$ cat src/rtl/time_set_pkg.sv
// Shared types and default timing constants for the time-setting controller.
package time_set_pkg;

  typedef enum logic [1:0] {
    RUN     = 2'd0,
    SET_HR  = 2'd1,
    SET_MIN = 2'd2
  } mode_t;

  localparam int unsigned HOLD_CYC_DEF    = 50_000_000;
  localparam int unsigned REPEAT_CYC_DEF  = 10_000_000;
  localparam int unsigned BLINK_CYC_DEF   = 25_000_000;
  localparam int unsigned TIMEOUT_CYC_DEF = 1_000_000_000;

  // Counter width for a count of n cycles; never narrower than one bit.
  function automatic int unsigned cnt_w(input int unsigned n);
    return (n > 1) ? $clog2(n) : 1;
  endfunction

endpackage

$ cat src/rtl/time_set_ctl_auto_repeat.sv
// Button edge detector with hold-to-auto-repeat; pulse is combinational for the
// parent to register. Dropping en while held disarms until the button is released.
module auto_repeat
  import time_set_pkg::*;
#(
  parameter int unsigned HOLD_CYC   = HOLD_CYC_DEF,
  parameter int unsigned REPEAT_CYC = REPEAT_CYC_DEF
) (
  input  logic clk,
  input  logic rst,
  input  logic en,
  input  logic btn,
  output logic pulse
);

  localparam int unsigned CW = cnt_w((HOLD_CYC > REPEAT_CYC) ? HOLD_CYC : REPEAT_CYC);
  localparam logic [CW-1:0] HOLD_LAST = CW'(HOLD_CYC - 1);
  localparam logic [CW-1:0] REP_LAST  = CW'(REPEAT_CYC - 1);

  logic          r_prev;
  logic          r_active;
  logic          r_rep;
  logic [CW-1:0] r_cnt;
  logic          w_rise;
  logic          w_due;

  always_comb begin
    w_rise = btn & ~r_prev;
    w_due  = r_active & (r_cnt == (r_rep ? REP_LAST : HOLD_LAST));
    pulse  = en & btn & (w_rise | w_due);
  end

  always_ff @(posedge clk) begin
    if (!rst) begin
      r_prev   <= 1'b0;
      r_active <= 1'b0;
      r_rep    <= 1'b0;
      r_cnt    <= '0;
    end else begin
      r_prev <= btn;
      if (!en || !btn) begin
        r_active <= 1'b0;
        r_rep    <= 1'b0;
        r_cnt    <= '0;
      end else if (w_rise) begin
        r_active <= 1'b1;
        r_rep    <= 1'b0;
        r_cnt    <= '0;
      end else if (r_active) begin
        if (w_due) begin
          r_cnt <= '0;
          r_rep <= 1'b1;
        end else begin
          r_cnt <= r_cnt + CW'(1);
        end
      end
    end
  end

endmodule

$ cat src/rtl/time_set_ctl.sv
// Mode FSM, inactivity timeout, blink mask and adv pulse steering for
// setting the digital clock from two debounced buttons.
module time_set_ctl
  import time_set_pkg::*;
#(
  parameter int unsigned HOLD_CYC    = HOLD_CYC_DEF,
  parameter int unsigned REPEAT_CYC  = REPEAT_CYC_DEF,
  parameter int unsigned BLINK_CYC   = BLINK_CYC_DEF,
  parameter int unsigned TIMEOUT_CYC = TIMEOUT_CYC_DEF
) (
  input  logic       clk,
  input  logic       rst,
  input  logic       btn_mode,
  input  logic       btn_inc,
  output logic       adv_hr,
  output logic       adv_min,
  output logic       sec_clr,
  output logic       run_en,
  output logic [7:0] digit_blank,
  output logic [1:0] mode
);

  localparam int unsigned TW = cnt_w(TIMEOUT_CYC);
  localparam int unsigned BW = cnt_w(BLINK_CYC);
  localparam logic [TW-1:0] TO_LAST  = TW'(TIMEOUT_CYC - 1);
  localparam logic [BW-1:0] BLK_LAST = BW'(BLINK_CYC - 1);

  mode_t         r_state;
  mode_t         w_next;
  logic          r_mode_prev;
  logic          r_inc_prev;
  logic [TW-1:0] r_to_cnt;
  logic [BW-1:0] r_blk_cnt;
  logic          r_phase;
  logic          w_mode_rise, w_inc_rise, w_in_set, w_timeout, w_change;
  logic          w_en, w_pulse, w_phase_next;
  logic [7:0]    w_blank;

  always_comb begin
    w_mode_rise = btn_mode & ~r_mode_prev;
    w_inc_rise  = btn_inc & ~r_inc_prev;
    w_in_set    = (r_state != RUN);
    // A button edge restarts the inactivity window, so it also vetoes a timeout.
    w_timeout   = w_in_set & (r_to_cnt == TO_LAST) & ~w_mode_rise & ~w_inc_rise;
    w_next      = r_state;
    if (w_mode_rise) begin
      unique case (r_state)
        RUN:     w_next = SET_HR;
        SET_HR:  w_next = SET_MIN;
        default: w_next = RUN;
      endcase
    end else if (w_timeout) begin
      w_next = RUN;
    end
    w_change = (w_next != r_state);
    w_en     = w_in_set & ~w_change;

    w_phase_next = r_phase;
    if (w_change)                    w_phase_next = 1'b0;
    else if (r_blk_cnt == BLK_LAST)  w_phase_next = ~r_phase;

    w_blank = '0;
    if (!btn_inc) begin
      unique case (w_next)
        SET_HR:  w_blank[7:6] = {2{w_phase_next}};
        SET_MIN: w_blank[5:4] = {2{w_phase_next}};
        default: w_blank = '0;
      endcase
    end
  end

  auto_repeat #(
    .HOLD_CYC  (HOLD_CYC),
    .REPEAT_CYC(REPEAT_CYC)
  ) u_repeat (
    .clk  (clk),
    .rst  (rst),
    .en   (w_en),
    .btn  (btn_inc),
    .pulse(w_pulse)
  );

  always_ff @(posedge clk) begin
    if (!rst) begin
      r_state     <= RUN;
      r_mode_prev <= 1'b0;
      r_inc_prev  <= 1'b0;
      r_to_cnt    <= '0;
      r_blk_cnt   <= '0;
      r_phase     <= 1'b0;
      adv_hr      <= 1'b0;
      adv_min     <= 1'b0;
      sec_clr     <= 1'b0;
      run_en      <= 1'b1;
      digit_blank <= '0;
    end else begin
      r_state     <= w_next;
      r_mode_prev <= btn_mode;
      r_inc_prev  <= btn_inc;
      adv_hr      <= w_pulse & (r_state == SET_HR);
      adv_min     <= w_pulse & (r_state == SET_MIN);
      sec_clr     <= w_change & (w_next == RUN);
      run_en      <= (w_next == RUN);
      digit_blank <= w_blank;
      if (!w_in_set || w_change || w_mode_rise || w_inc_rise || w_pulse)
        r_to_cnt <= '0;
      else
        r_to_cnt <= r_to_cnt + TW'(1);
      if (w_change || (r_blk_cnt == BLK_LAST))
        r_blk_cnt <= '0;
      else
        r_blk_cnt <= r_blk_cnt + BW'(1);
      r_phase <= w_phase_next;
    end
  end

  assign mode = r_state;

endmodule

$ cat config.mk
export PLATFORM = sky130hd
export DESIGN_NAME = time_set_ctl
export DESIGN_NICKNAME = d
export VERILOG_FILES = /design/src/rtl/time_set_pkg.sv /design/src/rtl/time_set_ctl_auto_repeat.sv /design/src/rtl/time_set_ctl.sv
export SDC_FILE = /design/constraint.sdc
export NUM_CORES = 1
export LEC_CHECK = 0
export BUFFER_PORTS_ARGS = -buffer_cell sky130_fd_sc_hd__buf_2
export CORE_MARGIN = 2
export CORE_UTILIZATION = 45
export DETAILED_ROUTE_END_ITERATION = 7
export PLACE_DENSITY = 0.61
export SETUP_SLACK_MARGIN = 0.05
export SYNTH_ARGS = -nofsm -noshare
export SYNTH_HDL_FRONTEND = slang
export SYNTH_SLANG_ARGS = --single-unit
$ cat constraint.sdc
create_clock -name clk -period 3 [get_ports clk]
set_input_delay 0.3 -clock clk [delete_from_list [all_inputs] [get_ports clk]]
set_output_delay 0.3 -clock clk [all_outputs]
set_load 0.05 [all_outputs]
Yosys cells after proc, flatten, opt, wreduce, memory -nomap -nowiden
Cells that the tools add are included.
{"block": "totals", "input_bits": 4, "elab_cells": 75, "ff_bits": 98}
{"block": "op_classes", "mux": 7, "reduce_logical": 19, "addsub": 3, "n_eq_ne": 8, "n_bitwise": 22}
{"op": "2-to-1 mux 26 bit", "count": 2}
{"op": "adder 30 x 1 -> 30 bit, second input constant", "count": 1}
{"op": "equality test 30 bit, second input constant", "count": 1}
{"op": "adder 26 x 1 -> 26 bit, second input constant", "count": 1}
{"op": "equality test 26 bit", "count": 1}
{"op": "adder 25 x 1 -> 25 bit, second input constant", "count": 1}
{"op": "equality test 25 bit, second input constant", "count": 1}
{"op": "AND 1 bit", "count": 12}
{"op": "NOT 1 bit", "count": 9}
{"op": "OR reduction 3 bit", "count": 3}
{"op": "logical OR 1 bit", "count": 6}
{"op": "OR reduction 2 bit", "count": 3}
{"op": "equality test 2 x 1 -> 1 bit, second input constant", "count": 2}
{"op": "equality test 2 bit, second input constant", "count": 2}
{"op": "logical NOT 2 bit", "count": 2}
{"op": "2-to-1 mux 2 bit", "count": 2}
{"op": "one-hot mux 2 bit (2 select lines)", "count": 1}
{"op": "logical NOT 1 bit", "count": 3}
{"op": "2-to-1 mux 1 bit", "count": 2}
{"op": "!= test 2 bit", "count": 1}
{"op": "AND reduction 2 bit", "count": 1}
{"op": "nonzero test 2 bit", "count": 1}
{"op": "OR 1 bit", "count": 1}

Longest topological paths before layout
Gate-level depths: netlist of run 1.
{"block": "logic_depth", "word_depth": 14, "ltp_mapped": 7}

Cells and area by module
Synthesis of run 1 repeated with hierarchy kept, for this count alone.
{"block": "unflattened", "cells_unflattened": 516, "area_unflattened_um2": 4717.0}
{"mod": "time_set_ctl", "area_each_um2": 3210.6, "instances": 1, "seq_area_each_um2": 1321.3, "cells_per_inst": 349}
{"mod": "auto_repeat", "area_each_um2": 1506.4, "instances": 1, "seq_area_each_um2": 580.6, "cells_per_inst": 167}

Worst setup path before layout of run 1
No wires, ideal clock.
{"block": "synth_timing", "kind": "reg-to-reg", "start": "register r_state[1], in the netlist mode[1]", "end": "register r_to_cnt[11]", "synth_period_minus_slack_ns": 1.969, "path_stages_with_launch": 7, "setup_slack_ns": 1.031, "setup_ns": 0.115, "arrival_time_ns": 1.853, "path_cell_list": "dfxtp_1 nor2_1 nor3_1 nand4_4 o2111ai_4 buf_6 nor2_2"}
{"block": "synth_between", "elab_chain_cells": 13, "word_cells_on_any_way": 20, "classes_between": "eq/ne: 2; mux: 3; bitwise: 7; reduce/logical: 8"}
{"element": "from (decl)", "line": "time_set_ctl.sv:28", "rtl": "mode_t r_state;"}
{"element": "from (signal assigned)", "line": "time_set_ctl.sv:97", "rtl": "r_state <= w_next;"}
{"element": "nonzero test 2 bit", "line": "time_set_ctl.sv:42", "rtl": "w_in_set = (r_state != RUN);"}
{"element": "AND 1 bit (3 in series)", "line": "time_set_ctl.sv:44", "rtl": "w_timeout = w_in_set & (r_to_cnt == TO_LAST) & ~w_mode_rise & ~w_inc_rise;"}
{"element": "2-to-1 mux 2 bit", "line": "time_set_ctl.sv:52", "rtl": "end else if (w_timeout) begin"}
{"element": "2-to-1 mux 2 bit", "line": "time_set_ctl.sv:46", "rtl": "if (w_mode_rise) begin"}
{"element": "!= test 2 bit", "line": "time_set_ctl.sv:55", "rtl": "w_change = (w_next != r_state);"}
{"element": "NOT 1 bit", "line": "time_set_ctl.sv:56", "rtl": "w_en = w_in_set & ~w_change;"}
{"element": "AND 1 bit", "line": "time_set_ctl.sv:56"}
{"element": "AND 1 bit (2 in series)", "line": "time_set_ctl_auto_repeat.sv:30", "rtl": "pulse = en & btn & (w_rise | w_due);"}
{"element": "logical OR 1 bit (*)", "line": "time_set_ctl.sv:105", "rtl": "if (!w_in_set || w_change || w_mode_rise || w_inc_rise || w_pulse)"}
{"element": "OR reduction 2 bit (no line) (*)"}
{"element": "to (signal assigned)", "line": "time_set_ctl.sv:108", "rtl": "r_to_cnt <= r_to_cnt + TW'(1);"}
{"element": "to (decl)", "line": "time_set_ctl.sv:32", "rtl": "logic [TW-1:0] r_to_cnt;"}
Every way passes the cells marked *; elsewhere a longest branch is shown, timed or not.
A chain may end at the register's enable or synchronous reset.

Final worst setup path of run 1
{"block": "layout_timing", "start": "register r_to_cnt[12]", "end": "register r_to_cnt[4]"}
{"block": "layout_between", "elab_chain_cells": 13, "word_cells_on_any_way": 16, "classes_between": "eq/ne: 2; mux: 2; bitwise: 7; reduce/logical: 5"}
{"element": "equality test 30 bit (*)", "line": "time_set_ctl.sv:44"}
{"element": "AND 1 bit (*) (3 in series)", "line": "time_set_ctl.sv:44"}
{"element": "2-to-1 mux 2 bit (*)", "line": "time_set_ctl.sv:52"}
{"element": "2-to-1 mux 2 bit (*)", "line": "time_set_ctl.sv:46"}
{"element": "!= test 2 bit (*)", "line": "time_set_ctl.sv:55"}
{"element": "NOT 1 bit", "line": "time_set_ctl.sv:56"}
{"element": "AND 1 bit", "line": "time_set_ctl.sv:56"}
{"element": "AND 1 bit (2 in series)", "line": "time_set_ctl_auto_repeat.sv:30"}
{"element": "logical OR 1 bit (*)", "line": "time_set_ctl.sv:105"}
{"element": "OR reduction 2 bit (no line) (*)"}
Marks and branches as above.

==> results.py, run 1 <==
metrics = {
    "routing": {
        "post_drt_antenna_nets": 0,
        "viasPerCell": 5.19,
        "routed_wirelength_um": 7580,
        "route.vias.total": 3144,
        "drc_errors": 0,
        "avgRoutedWirePerCell_um": 12.5,
        "number_of_violations_reported_at_the_end_of_detailed_routing_iteration_0": 158,
        "dr.pass1.iters": 4,
    },
    "setup_path": {
        "worstSetupEndpoint": "r_to_cnt[4]",
        "critical_path_arrival_ns": 2.58,
        "ff2ff_path_depth": 6,
        "critPathKind": "flip-flop to flip-flop",
        "setup.worst_path.start_class": "flip-flop",
        "crit_fanout": 30,
        "worst_r2r_endpoint": "r_to_cnt[4]",
        "worstReg2RegStart": "r_to_cnt[12]",
        "worst_setup_path_startpoint": "r_to_cnt[12]",
        "worstPathRequired_ns": 3.23,
        "cp-end-kind": "flip-flop",
        "reg2reg_slack_ns": 0.66,
    },
    "synthesis": {
        "synthDominantAreaCellType": "sky130_fd_sc_hd__dfxtp_1",
        "syn-instance-count": 477,
        "yosys_warnings": 0,
        "synth_largest_type_area_fraction_pct": 44.2,
        "synthTopCellsByArea": "sky130_fd_sc_hd__dfxtp_1 44%, sky130_fd_sc_hd__xor2_1 10%, sky130_fd_sc_hd__nor2_1 8.2%",
        "library_cell_with_the_highest_instance_count_after_synthesis": "sky130_fd_sc_hd__dfxtp_1",
        "synth.distinct_cells": 45,
        "dominantRegCellSynth": "sky130_fd_sc_hd__dfxtp_1",
        "syn_avg_cell_area_um2": 8.93,
        "ys_ff_latch": 94,
        "synth-seq-area-share_pct": 44.2,
        "edff_count_synth": 0,
        "asyncSetResetFlopFracSynth_pct": 0,
        "synth.top_cells.by_count": "94 x sky130_fd_sc_hd__dfxtp_1, 93 x sky130_fd_sc_hd__nor2_1, 49 x sky130_fd_sc_hd__xor2_1",
        "mappedNetlistArea_mm2": 0.00426,
    },
    "floorplan": {
        "ports": 18,
        "initial_utilization_pct": 46.3,
        "die-width_um": 101,
        "placeable_core_region_mm2": 0.00920,
        "die-area_mm2": 0.0103,
        "placementRows": 35,
        "die_h_um": 101,
    },
    "power_and_ir_drop": {
        "total_leakage_power_nw": 1.44,
        "p_comb_share_pct": 3.2,
        "power.total_w": 0.00223,
        "p_switching_w": 0.000497,
        "share_seq_of_total_power_pct": 56.5,
        "internal_power_w": 0.00174,
        "ir_drop_mv": 0.247,
        "power_per_cell_area_mw_per_mm2": 486,
        "switching_share_pct": 22.3,
        "clock_power_share_pct": 40.4,
    },
    "sta": {
        "final-hold-violation-count": 0,
        "finalSetupViolCount": 0,
        "finalCritPeriodShare_pct": 78.1,
        "rsz0062_at_grt": "no",
        "fin_tns_setup_ns": 0,
        "tightest_slew_ns": 0.820,
        "timing.final.max_slew_violations": 0,
        "period_needed_ns": 2.34,
        "worst_slew_margin_rel_pct": 45.2,
        "finalClockSkew_ns": 0.00799,
        "fmax_mhz": 427,
    },
    "placement": {
        "place_congestion": 0.768,
        "dp_hpwl_um": 5290,
        "placement.io_buffers": 13,
    },
    "final_layout": {
        "antenna_cells_inserted": 0,
        "fill_cells": 889,
        "multi_input_gate_area_mm2": 0.00222,
        "post_route_cells_drive_above_1_share_pct": 11.7,
        "nNetsFinal": 498,
        "register_area_mm2": 0.00188,
        "area_growth_pct": 7.75,
    },
    "grt": {
        "grt_first_pass_wirelength_um": 13300,
        "grt-ovfl-total": 0,
        "pin_count_of_the_biggest_net_entering_global_routing": 31,
        "grt_total_usage_pct": 15.9,
        "number_of_antenna_violations_at_the_first_check_in_global_routing": 0,
        "first_global_vias": 3023,
    },
    "clock_tree": {
        "cts_setup_buffers": 0,
        "ctsResizeCount": 0,
        "ctsHtreeMaxLevel": 3,
        "clk_pin_slew_worst_paths_ns": 0.09,
        "worstSkewPairLatency_ns": 0.36,
        "cts-buffers-inserted": 9,
        "max-clock-path-buffers": 2,
        "ctsRootBufferMaster": "sky130_fd_sc_hd__clkbuf_8",
        "cts_tree": "built",
        "total_of_hold_buffers_inserted_after_clock_tree_synthesis": 0,
        "numClockSinks": 94,
    },
    "min_path": {
        "hold_class": "input pin to flip-flop",
    },
    "flow_run": {
        "maxCapViolCount": 0,
    },
    "run_status": {
        "outcome": "complete, no violations",
    },
}
[power groups by stage]
| stage | clock (W) | sequential, W | combinational, W |
|---|---|---|---|
| 6_report | 0.000901 | 0.00126 | 0.0000711 |
| 4_1_cts | 0.000928 | 0.00126 | 0.0000718 |
| 5_1_grt | 0.000984 | 0.00126 | 0.0000782 |
| 3_3_place_gp | 0 | 0.00129 | 0.0000709 |
| 3_5_place_dp | 0 | 0.00129 | 0.0000716 |
| 2_1_floorplan | 0 | 0.00130 | 0.0000539 |
[placed cells by master, fill, tap and decap left out, drive strengths merged, types with 5 or more instances in the layout]
cell / Yosys / layout
and3: 5 / 5
and4: 5 / 5
buf: 13 / 17
clkbuf: 4 / 9
dfxtp: 94 / 94
inv: 12 / 13
nand2: 35 / 35
nand2b: 6 / 6
nand3: 38 / 38
nand4: 20 / 20
nor2: 103 / 103
nor3: 13 / 13
nor4: 16 / 16
xnor2: 27 / 27
xor2: 49 / 49
[metrics by stage]
stage	cells	hold WS, ns	setup slack [ns]	cell area, um2	utilization [%]
floorplan	480	0.362	1.03	4270	-
global route	606	0.157	0.476	4590	49.9
detailed placement	591	0.446	0.704	4380	47.6
global placement	591	0.440	0.726	4380	47.6
finish	606	0.157	0.658	4590	49.9
CTS	606	0.151	0.628	4590	49.9
[sequential cells by signal (all words and copies together), names as in the netlist, 2 cells and up]
register        count
r_to_cnt           30
digit_blank         2
r_blk_cnt          25
mode                2
u_repeat.r_cnt     26
[metal layers]
layer | track usage, % | routed length (um)
met3 | 4.69 | 193
met2 | 26.3 | 3580
met1 | 20.5 | 3710
met5 | 0 | 0
met4 | 4.26 | 87
[worst min path at each step]
stage	slack, ns	endpoint	depth (start not counted)	startpoint
after global placement	0.44	r_to_cnt[0]	1	r_to_cnt[0]
after global routing	0.16	run_en	2	rst
after CTS	0.15	run_en	2	rst
after detailed placement	0.45	r_to_cnt[0]	1	r_to_cnt[0]
after floorplan	0.36	run_en	1	rst
final	0.16	run_en	2	rst
[logic make-up (layout without fill, tap and decap cells)]
| logic type | after synthesis | count (layout) | share of synthesized area, % |
|---|---|---|---|
| AO/OA/AOI/OAI | 10 | 10 | 2.50 |
| XOR/XNOR | 76 | 76 | 15.6 |
| adder cells (fa/ha/maj) | 3 | 3 | 0.881 |
| buffers and inverters | 29 | 44 | 3.99 |
| flip-flops | 94 | 94 | 44.2 |
| other | 1 | 4 | 0.0880 |
| AND/OR/NAND/NOR | 264 | 264 | 32.7 |
[worst max-delay path, stage by stage (launching register included)]
cell and delay, ns:
sky130_fd_sc_hd__dfxtp_1 0.34, sky130_fd_sc_hd__or4_1 0.54, sky130_fd_sc_hd__nor4_2 0.39, sky130_fd_sc_hd__nand4_4 0.27, sky130_fd_sc_hd__o2111ai_4 0.19, sky130_fd_sc_hd__buf_4 0.37
sky130_fd_sc_hd__nor2_1 0.10
[cell type report]
cell class | count | share of cell area, %
sequential | 94 | 41.0
inverter | 12 | 0.981
clock buffer | 9 | 2.70
clock inverter | 6 | 1.88
tap | 111 | 3.03
multi-input combinational | 357 | 48.4
timing repair buffer | 17 | 2.07
Power figures use the tool's default switching activity.
==> inputs of run 2 (changes only) <==
--- a/config.mk
+++ b/config.mk
@@ -9,7 +9,7 @@
 export CORE_MARGIN = 2
 export CORE_UTILIZATION = 45
 export DETAILED_ROUTE_END_ITERATION = 7
-export PLACE_DENSITY = 0.61
+export PLACE_DENSITY = 0.64
 export SETUP_SLACK_MARGIN = 0.05
 export SYNTH_ARGS = -nofsm -noshare
 export SYNTH_HDL_FRONTEND = slang
==> constraint.sdc (replaced) <==
create_clock -name clk -period 1.9 [get_ports clk]
set_input_delay 0.19 -clock clk [delete_from_list [all_inputs] [get_ports clk]]
set_output_delay 0.19 -clock clk [all_outputs]
set_load 0.05 [all_outputs]
==> run 2 against run 1 <==
Against the previous run:
- the run now ends with setup timing left
- design area is 13% higher
- clock power increased by 51%
- non-clock buffer count grew 43
- total power grew 57%
- die area stayed put
==> results.py, run 2 (same netlist as run 1, synthesis figures left out) <==
metrics = {
    "routing": {
        "drc_errors": 0,
        "dr.pass1.iters": 4,
        "routed_wirelength_um": 8470,
        "avgRoutedWirePerCell_um": 13.0,
        "post_drt_antenna_nets": 0,
        "viasPerCell": 5.12,
        "route.vias.total": 3341,
        "number_of_violations_reported_at_the_end_of_detailed_routing_iteration_0": 128,
    },
    "floorplan": {
        "placeable_core_region_mm2": 0.00920,
        "initial_utilization_pct": 46.3,
        "die_h_um": 101,
        "ports": 18,
        "die-area_mm2": 0.0103,
        "placementRows": 35,
        "die-width_um": 101,
    },
    "flow_run": {
        "maxCapViolCount": 0,
    },
    "sta": {
        "post-route-worst-setup-slack_ns": -0.0532,
        "period_needed_ns": 1.95,
        "finalCritPeriodShare_pct": 103,
        "rsz0062_at_grt": "yes",
        "finalClockSkew_ns": 0.0163,
        "fin_tns_setup_ns": -1.46,
        "timing.final.max_slew_violations": 0,
        "fmax_mhz": 512,
        "finalSetupViolCount": 46,
        "tightest_slew_ns": 0.611,
        "worst_slew_margin_rel_pct": 59.2,
        "final-hold-violation-count": 0,
    },
    "clock_tree": {
        "cts-buffers-inserted": 9,
        "ctsHtreeMaxLevel": 3,
        "total_of_hold_buffers_inserted_after_clock_tree_synthesis": 0,
        "clk_pin_slew_worst_paths_ns": 0.09,
        "numClockSinks": 94,
        "worstSkewPairLatency_ns": 0.36,
        "max-clock-path-buffers": 2,
        "ctsRootBufferMaster": "sky130_fd_sc_hd__clkbuf_8",
        "cts_tree": "built",
    },
    "grt": {
        "grt_first_pass_wirelength_um": 14500,
        "first_global_vias": 3229,
        "number_of_antenna_violations_at_the_first_check_in_global_routing": 0,
        "pin_count_of_the_biggest_net_entering_global_routing": 31,
        "grt_total_usage_pct": 17.6,
        "grt-ovfl-total": 0,
    },
    "placement": {
        "placement.io_buffers": 13,
        "dp_hpwl_um": 5800,
        "place_congestion": 0.871,
        "numPlacedInstances": 633,
    },
    "setup_path": {
        "critical-path-top-delay-family": "simple AND/OR/NAND/NOR gates",
        "worst-path-buf-inv": 1,
        "critical_path_arrival_ns": 2.20,
        "cp_cell_sequence": "or4b_4 -> nor4_4 -> o2111ai_4 -> o2111ai_4 -> buf_12 -> nor2_1",
        "cp-end-kind": "flip-flop",
        "max_stage_delay_ns": 0.54,
        "critical_path.slowest_cell": "sky130_fd_sc_hd__or4b_4",
        "setup.worst_path.start_class": "flip-flop",
        "timing.critical_path.mode_cell": "sky130_fd_sc_hd__o2111ai_4",
        "crit_fanout": 30,
        "worstPathRequired_ns": 2.14,
        "reg2reg_slack_ns": -0.05,
        "critPathKind": "flip-flop to flip-flop",
    },
    "final_layout": {
        "mostFrequentLayoutCell": "sky130_fd_sc_hd__dfxtp_1",
        "post_route_cells_drive_above_1_share_pct": 24.8,
        "registers.top_by_ff_count": "r_to_cnt",
        "top_regs": "r_to_cnt (30), u_repeat.r_cnt (26), r_blk_cnt (25)",
        "nNetsFinal": 544,
        "antenna_cells_inserted": 0,
        "finish.cell_count_without_fillers": 652,
        "layout_common_cells": "87 x sky130_fd_sc_hd__dfxtp_1, 84 x sky130_fd_sc_hd__nor2_1, 48 x sky130_fd_sc_hd__xor2_1",
        "largest_reg_flops": 30,
        "area_growth_pct": 21.3,
    },
    "min_path": {
        "hold_class": "input pin to flip-flop",
    },
    "run_status": {
        "outcome": "finished, violations left",
        "failed_checks": "setup timing",
    },
    "power_and_ir_drop": {
        "power_per_cell_area_mw_per_mm2": 677,
        "ir_drop_mv": 0.389,
        "total_leakage_power_nw": 1.69,
    },
}
[run 2: repair_timing]
action / CTS / global route
buffers inserted: 0 / 1
gates resized for setup: 5 / 35
setup endpoints to repair: 88 / 92
pin swaps: 2 / 3
cloned: 3 / 0
[run 2: layout make-up]
cell class | instances | area (um2)
fillers | 838 | 4030
multi-input cells | 360 | 2430
flip-flops and latches | 94 | 1890
repair buffers | 60 | 459
clock buffers | 11 | 151
well taps | 111 | 139
clock inverters | 4 | 53.8
inverters | 12 | 45.0
[run 2: through the flow]
stage / setup WS [ns] / hold WS (ns) / area [um2] / total power (W) / utilization, %
after floorplan: 0.0341 / 0.252 / 4300 / 0.00214 / -
after global placement: -0.0495 / 0.430 / 4760 / 0.00217 / 51.8
after detailed placement: -0.0879 / 0.425 / 4760 / 0.00217 / 51.8
after CTS: -0.0526 / 0.0497 / 5040 / 0.00354 / 54.8
after global routing: -0.134 / 0.0613 / 5170 / 0.00362 / 56.2
final: -0.0532 / 0.0650 / 5170 / 0.00350 / 56.2
[run 2: final timing paths]
kind / start / to / cells after the start
hold / removal: rst / run_en / 2
setup / recovery: u_repeat.r_cnt[24] / r_to_cnt[22] / 6
setup reg to reg: u_repeat.r_cnt[24] / r_to_cnt[22] / 6
hold reg to reg: u_repeat.r_rep / u_repeat.r_rep / 2
[run 2: power breakdown]
| part | switching, W | internal (W) | total [W] | leakage [nW] |
|---|---|---|---|---|
| Sequential | 0.00000985 | 0.00198 | 0.00199 | 0.762 |
| Clock | 0.000685 | 0.000678 | 0.00136 | 0.0980 |
| Combinational | 0.000102 | 0.0000421 | 0.000145 | 0.829 |
| Total | 0.000797 | 0.00270 | 0.00350 | 1.69 |
[run 2: metal layers]
layer | global-route usage, % | vias up | wire length [um]
met2 | 29.8 | 32 | 4190
met1 | 22.0 | 1568 | 3900
met4 | 7.80 | 0 | 178
met5 | 0 | - | 0
met3 | 3.38 | 16 | 213
li1 | - | 1725 | -
